<file path="src/rtl/cpu_mem_pkg.sv">
// Shared definitions for the fetch-side memory responder: FSM state encodings,
// address width, RVC detection and memory-arbiter client ids.
package cpu_mem_pkg;

    localparam int unsigned ADDR_W = 32;

    // Fetch FSM state encodings
    localparam logic [1:0] StIdle = 2'd0;
    localparam logic [1:0] StReq  = 2'd1;
    localparam logic [1:0] StRead = 2'd2;
    localparam logic [1:0] StDone = 2'd3;

    // Memory arbiter client ids
    localparam logic [1:0] ArbIfetch = 2'd0;
    localparam logic [1:0] ArbLoad   = 2'd1;
    localparam logic [1:0] ArbStore  = 2'd2;

    // Compressed instructions are those whose two low opcode bits are not 2'b11.
    function automatic logic is_rvc(input logic [7:0] lo_byte);
        return lo_byte[1:0] != 2'b11;
    endfunction

endpackage

</file>
<file path="src/rtl/icache_array.sv">
// Direct-mapped instruction cache storage: valid/tag/data per entry,
// one combinational read port and one synchronous write port.
module icache_array #(
    parameter int unsigned ENTRIES = 64,
    parameter int unsigned IDX_W   = $clog2(ENTRIES),
    parameter int unsigned TAG_W   = 32 - IDX_W - 1
) (
    input  logic             clk_in,
    input  logic             rst_in,
    input  logic [IDX_W-1:0] rd_idx,
    input  logic [TAG_W-1:0] rd_tag,
    output logic             hit,
    output logic [31:0]      rd_data,
    input  logic             we,
    input  logic [IDX_W-1:0] wr_idx,
    input  logic [TAG_W-1:0] wr_tag,
    input  logic [31:0]      wr_data
);

    logic [ENTRIES-1:0] valid_q;
    logic [TAG_W-1:0]   tag_q  [ENTRIES];
    logic [31:0]        data_q [ENTRIES];

    // Valid bits: cleared only by reset, set on fill
    always_ff @(posedge clk_in) begin
        if (rst_in) begin
            valid_q <= '0;
        end else if (we) begin
            valid_q[wr_idx] <= 1'b1;
        end
    end

    // Tag and data storage, no reset needed behind the valid bits
    always_ff @(posedge clk_in) begin
        if (we) begin
            tag_q[wr_idx]  <= wr_tag;
            data_q[wr_idx] <= wr_data;
        end
    end

    assign hit     = valid_q[rd_idx] && (tag_q[rd_idx] == rd_tag);
    assign rd_data = data_q[rd_idx];

endmodule

</file>
<file path="src/rtl/inst_mem_responder.sv">
// Instruction-fetch memory responder: reads one instruction byte-serially from
// the shared byte-wide RAM via the arbiter, stopping after two bytes for RVC.
// Optional direct-mapped instruction cache enabled by defining ICACHE_EN.
module inst_mem_responder
    import cpu_mem_pkg::*;
#(
    parameter int unsigned ICACHE_ENTRIES = 64
) (
    input  logic        clk_in,
    input  logic        rst_in,
    input  logic        rdy_in,
    input  logic        _clear,
    input  logic        _InstFetcher_need_inst,
    input  logic [31:0] _next_pc,
    output logic        _inst_ready,
    output logic [31:0] _inst_out,
    output logic        _mem_busy,
    output logic        _mem_req,
    input  logic        _mem_gnt,
    output logic [31:0] _mem_a,
    input  logic [7:0]  _mem_din
);

    logic [1:0]  state_q, state_d;
    logic [31:0] pc_q, pc_d;
    logic [2:0]  cnt_q, cnt_d;
    logic [31:0] data_q, data_d;
    logic        cache_hit;
    logic [31:0] cache_rdata;
    logic        cache_we;

`ifdef ICACHE_EN
    localparam int unsigned IdxW = $clog2(ICACHE_ENTRIES);

    icache_array #(
        .ENTRIES(ICACHE_ENTRIES)
    ) u_icache (
        .clk_in (clk_in),
        .rst_in (rst_in),
        .rd_idx (_next_pc[IdxW:1]),
        .rd_tag (_next_pc[ADDR_W-1:IdxW+1]),
        .hit    (cache_hit),
        .rd_data(cache_rdata),
        .we     (cache_we && rdy_in),
        .wr_idx (pc_q[IdxW:1]),
        .wr_tag (pc_q[ADDR_W-1:IdxW+1]),
        .wr_data(data_d)
    );
`else
    logic unused_cache;
    assign cache_hit    = 1'b0;
    assign cache_rdata  = '0;
    assign unused_cache = cache_we ^ (ICACHE_ENTRIES != 0);
`endif

    // Next-state: fetch sequencing; cnt counts READ cycles, byte k lands at cnt == k+1
    always_comb begin
        state_d  = state_q;
        pc_d     = pc_q;
        cnt_d    = cnt_q;
        data_d   = data_q;
        cache_we = 1'b0;
        if (_clear) begin
            state_d = StIdle;
        end else begin
            unique case (state_q)
                StIdle: begin
                    if (_InstFetcher_need_inst) begin
                        pc_d = _next_pc;
                        if (cache_hit) begin
                            data_d  = cache_rdata;
                            state_d = StDone;
                        end else begin
                            state_d = StReq;
                        end
                    end
                end
                StReq: begin
                    if (_mem_gnt) begin
                        state_d = StRead;
                        cnt_d   = 3'd0;
                    end
                end
                StRead: begin
                    cnt_d = cnt_q + 3'd1;
                    case (cnt_q)
                        3'd1:    data_d[7:0]   = _mem_din;
                        3'd2:    data_d[15:8]  = _mem_din;
                        3'd3:    data_d[23:16] = _mem_din;
                        3'd4:    data_d[31:24] = _mem_din;
                        default: ;
                    endcase
                    // Byte0 is already in data_q when byte1 arrives
                    if (cnt_q == 3'd2 && is_rvc(data_q[7:0])) begin
                        data_d[31:16] = 16'h0000;
                        state_d       = StDone;
                        cache_we      = 1'b1;
                    end else if (cnt_q == 3'd4) begin
                        state_d  = StDone;
                        cache_we = 1'b1;
                    end
                end
                StDone: begin
                    state_d = StIdle;
                end
            endcase
        end
    end

    // State registers; rdy_in low freezes everything
    always_ff @(posedge clk_in) begin
        if (rst_in) begin
            state_q <= StIdle;
            pc_q    <= '0;
            cnt_q   <= '0;
            data_q  <= '0;
        end else if (rdy_in) begin
            state_q <= state_d;
            pc_q    <= pc_d;
            cnt_q   <= cnt_d;
            data_q  <= data_d;
        end
    end

    // Address only driven for the four possible byte slots of a fetch
    assign _mem_a      = (state_q == StRead && cnt_q < 3'd4) ? pc_q + {29'd0, cnt_q} : '0;
    assign _mem_req    = (state_q == StReq || state_q == StRead) && !_clear;
    assign _mem_busy   = state_q != StIdle;
    assign _inst_ready = (state_q == StDone) && !_clear;
    assign _inst_out   = data_q;

endmodule
</file>
<file path="config.mk">
export PLATFORM = sky130hd
export DESIGN_NAME = inst_mem_responder
export DESIGN_NICKNAME = d
export VERILOG_FILES = /design/src/rtl/cpu_mem_pkg.sv /design/src/rtl/icache_array.sv /design/src/rtl/inst_mem_responder.sv
export SDC_FILE = /design/constraint.sdc
export NUM_CORES = 1
export LEC_CHECK = 0
export BUFFER_PORTS_ARGS = -buffer_cell sky130_fd_sc_hd__buf_2
export CORE_ASPECT_RATIO = 1.2
export CORE_MARGIN = 3
export CORE_UTILIZATION = 40
export CTS_CLUSTER_SIZE = 40
export DETAILED_ROUTE_END_ITERATION = 7
export GPL_ROUTABILITY_DRIVEN = 0
export PLACE_DENSITY = 0.71
export SLEW_MARGIN = 20
export SYNTH_ARGS = -nofsm -noshare
export SYNTH_HDL_FRONTEND = slang
export SYNTH_SLANG_ARGS = --single-unit
</file>
<file path="constraint.sdc">
create_clock -name clk_in -period 3.9 [get_ports clk_in]
set_input_delay 0.78 -clock clk_in [delete_from_list [all_inputs] [get_ports clk_in]]
set_output_delay 0.78 -clock clk_in [all_outputs]
set_load 0.01 [all_outputs]
</file>
==> impl_results.md <==
* Status: finished clean
* Share of cells above drive strength 1 at 23.99%
* Crit Path Max Fanout at 22
* Clock slew at reported path FFs at 80 ps
* Final setup violation count at 0
* First-pass GRT wire length at 16.01 mm
* Final net count at 621
* Most common library cell in the layout ignoring fill and taps: buf_2
* Rel. slew slack at 36.65%
* Die Ht at 110.7 um
* RR Endpoint: _inst_out[1]$_SDFFE_PP0P_
* Worst VDD drop at 0.2055 mV
* Most frequent cells in the layout: buf_2, nand2_1, a21oi_1
* Post-Syn Area at 0.003655 mm2
* Die X at 93.26 um
* Grt met3 use at 4.956%
* Vias post-DR at 3672
* Average routed wire per standard cell at 14.16 um
* Crit Path Category: reg2out
* Initial antenna violation count at 0
* Final Max Slew Viols at 0
* Hold slack at 472.2 ps
* Clock latency on the worst-skew pair at 350 ps
* HPWL Detailed at 7.181 mm
* Reg2Reg Launch Point: state_q[0]$_SDFFE_PP0P_
* CTS root buf: clkbuf_8
* Hold Crit Class: reg2reg
* Max frequency at 272.4 MHz
* Bufs on Longest Clock Path at 2
* R2R Setup Slk at ~1800 ps
* Worst Setup SP: cnt_q[0]$_SDFFE_PP0P_
* Row count at 37
* CP Launch Type: flip-flop
* Max-cap check violation count at 0
* Least-Margin Pin Slew at roughly 950 ps
* Postcts setup bufs at 0
* FF-to-FF path depth at 6
* Area of the core at 0.008750 mm2
* Vias/cell at 5.368
* Detailed Routing Iterations Pass 1 at 4
* Grt met1 use at 22.52%
* Vias in the first global route at 3408
* Hold Vio Cnt, Final at 0
* Worst setup endpoint: _mem_a[26]
* Crit end category: primary output
* Top-level I/O count at approximately 110
* PwrDens at 318.2 mW/mm2
* YS warnings at 0
* Syn_nets at 529
* FF+latch area at 0.001383 mm2
* IO Port Bufs at approximately 110
* CTS tree: yes
* Post-Route WL at 9.684 mm
* GRT busiest layer: met2
* Post-CTS Resized at 0
* Iteration-0 DRC Markers at approximately 110
* CP arrival at 2890 ps
* CTS H-Tree Depth at 3
* Routing usage on met2 at 32.73%
* Multi-input gate area at between 0.002 and 0.0025 mm2
* Mapped Cells at 470
* Final Cycle Share at between 90% and 100%
* Initial Utilization at 41.77%
* Filler cells at 878
* Area Growth Syn to Fin at 21.43%
* Largest net degree at the start of global routing at 70
* N_diodes at 0
* Die area at 0.01032 mm2
* Static Leakage at ~0.0017 uW
* Remaining Overflow, GRT at 0
* CTS Hold Bufs at 0
* ANT nets after route at 0
* GRT Total Usage at 19.00%
* Mean Syn Cell Area at 7.776 um2
* Critical path data required time at 3120 ps
* Distinct cells, synth at 38
* RSZ-0062 raised after global routing: false
* Num CTS Buffers at 9
* FF+latch count, synth at 69
* Seq/Total Area, Yosys at 37.80%
* Worst clock skew at 9.744 ps
* Power Total at approximately 1400 uW
* Fin crit period at 3671 ps
* Drt drc at 0
* CTS Sinks at 69
* Setup TNS Final at 0 ps
[power breakdown]
part	internal, uW	leakage, uW	switching [uW]
Combinational	36.9	0.00108	53.8
Clock	314	0.0000995	276
Sequential	716	0.000558	15.0
Total	1070	0.00174	345
[cells by family after synthesis]
group,after synthesis,synth area share [%]
and+or+nand+nor,191,26.19
AOI/OAI and AO/OA,123,18.38
DFF,69,37.80
buffers and inverters,46,5.512
muxes,21,5.786
adders and majority gates,13,4.656
xor gates and xnor gates,7,1.678
[synthesized netlist by cell type]
cell type	n	area share, %
or4_1	11	2.3
buf_1	1	0.10
o21a_1	1	0.21
a221oi_1	1	0.24
nand2b_1	5	0.86
or4b_2	1	0.27
nand3_2	1	0.27
buf_2	5	0.68
and4_2	1	0.27
nor3_1	2	0.27
xnor2_1	5	1.2
a21oi_1	76	10
o21ai_0	27	3.7
nand4_1	23	3.9
nand3_1	9	1.2
mux2i_1	20	5.5
o31ai_1	12	2.5
a22oi_1	1	0.21
nand2_1	80	8.2
and4_1	3	0.72
o31a_1	1	0.24
fa_1	1	0.55
clkbuf_1	24	2.5
inv_1	13	1.3
and3_1	3	0.51
a211o_1	3	0.72
nor2b_1	9	1.5
nor2_1	27	2.8
or3_1	10	1.7
and2_1	3	0.51
o21bai_1	1	0.21
dfxtp_1	69	38
nor4_1	2	0.34
xor2_1	2	0.48
ha_1	12	4.1
nand3_4	1	0.48
buf_6	3	0.92
mux2_2	1	0.31
[worst max-delay path, stage by stage, from the launching register on]
cell	delay [ps]
dfxtp_2	390
ha_1	190
inv_1	60
fa_1	390
nand2b_1	210
a211o_4	450
or4_1	520
a21oi_1	160
buf_2	170
[sequential cells by signal, indices dropped and copies added (netlist names)]
name / count
_inst_out: 32
pc_q: 32
cnt_q: 3
state_q: 2
[metal layers]
| metal | vias up | wire length, um |
|---|---|---|
| met5 | - | 0 |
| met3 | 14 | 597 |
| met1 | 1709 | 4086 |
| li1 | 1843 | - |
| met4 | 0 | 167 |
| met2 | 106 | 4832 |
[cell type report]
class / count / share of cell area (%)
well taps: 117 / 3.299
inverters: 13 / 1.100
clock inverters: 5 / 1.353
repair buffers: 114 / 13.03
clock buffers: 11 / 3.186
flip-flops and latches: 69 / 31.15
multi-input cells: 355 / 46.88
[worst min path at each step]
stage,start,end,slack (ps),cells past startpoint
after floorplan,pc_q[0]$_SDFFE_PP0P_,pc_q[0]$_SDFFE_PP0P_,440,2
after global placement,pc_q[31]$_SDFFE_PP0P_,pc_q[31]$_SDFFE_PP0P_,450,2
after detailed placement,pc_q[31]$_SDFFE_PP0P_,pc_q[31]$_SDFFE_PP0P_,460,2
after CTS,pc_q[31]$_SDFFE_PP0P_,pc_q[31]$_SDFFE_PP0P_,470,2
after global routing,pc_q[31]$_SDFFE_PP0P_,pc_q[31]$_SDFFE_PP0P_,500,2
final,pc_q[31]$_SDFFE_PP0P_,pc_q[31]$_SDFFE_PP0P_,470,2
[through the flow]
| stage | std cells | worst slack [ps] | utilization [%] | area [um2] |
|---|---|---|---|---|
| 3_5_place_dp | 668 | 421.0 | 48.31 | 4227 |
| 4_1_cts | 684 | 7.850 | 50.61 | 4428 |
| 5_1_grt | 684 | 3.822 | 50.72 | 4438 |
| 2_1_floorplan | 470 | 800.0 | - | 3655 |
| 6_report | 684 | 228.9 | 50.72 | 4438 |
| 3_3_place_gp | 668 | 534.9 | 48.28 | 4224 |
(Power assumes the default switching activity.)
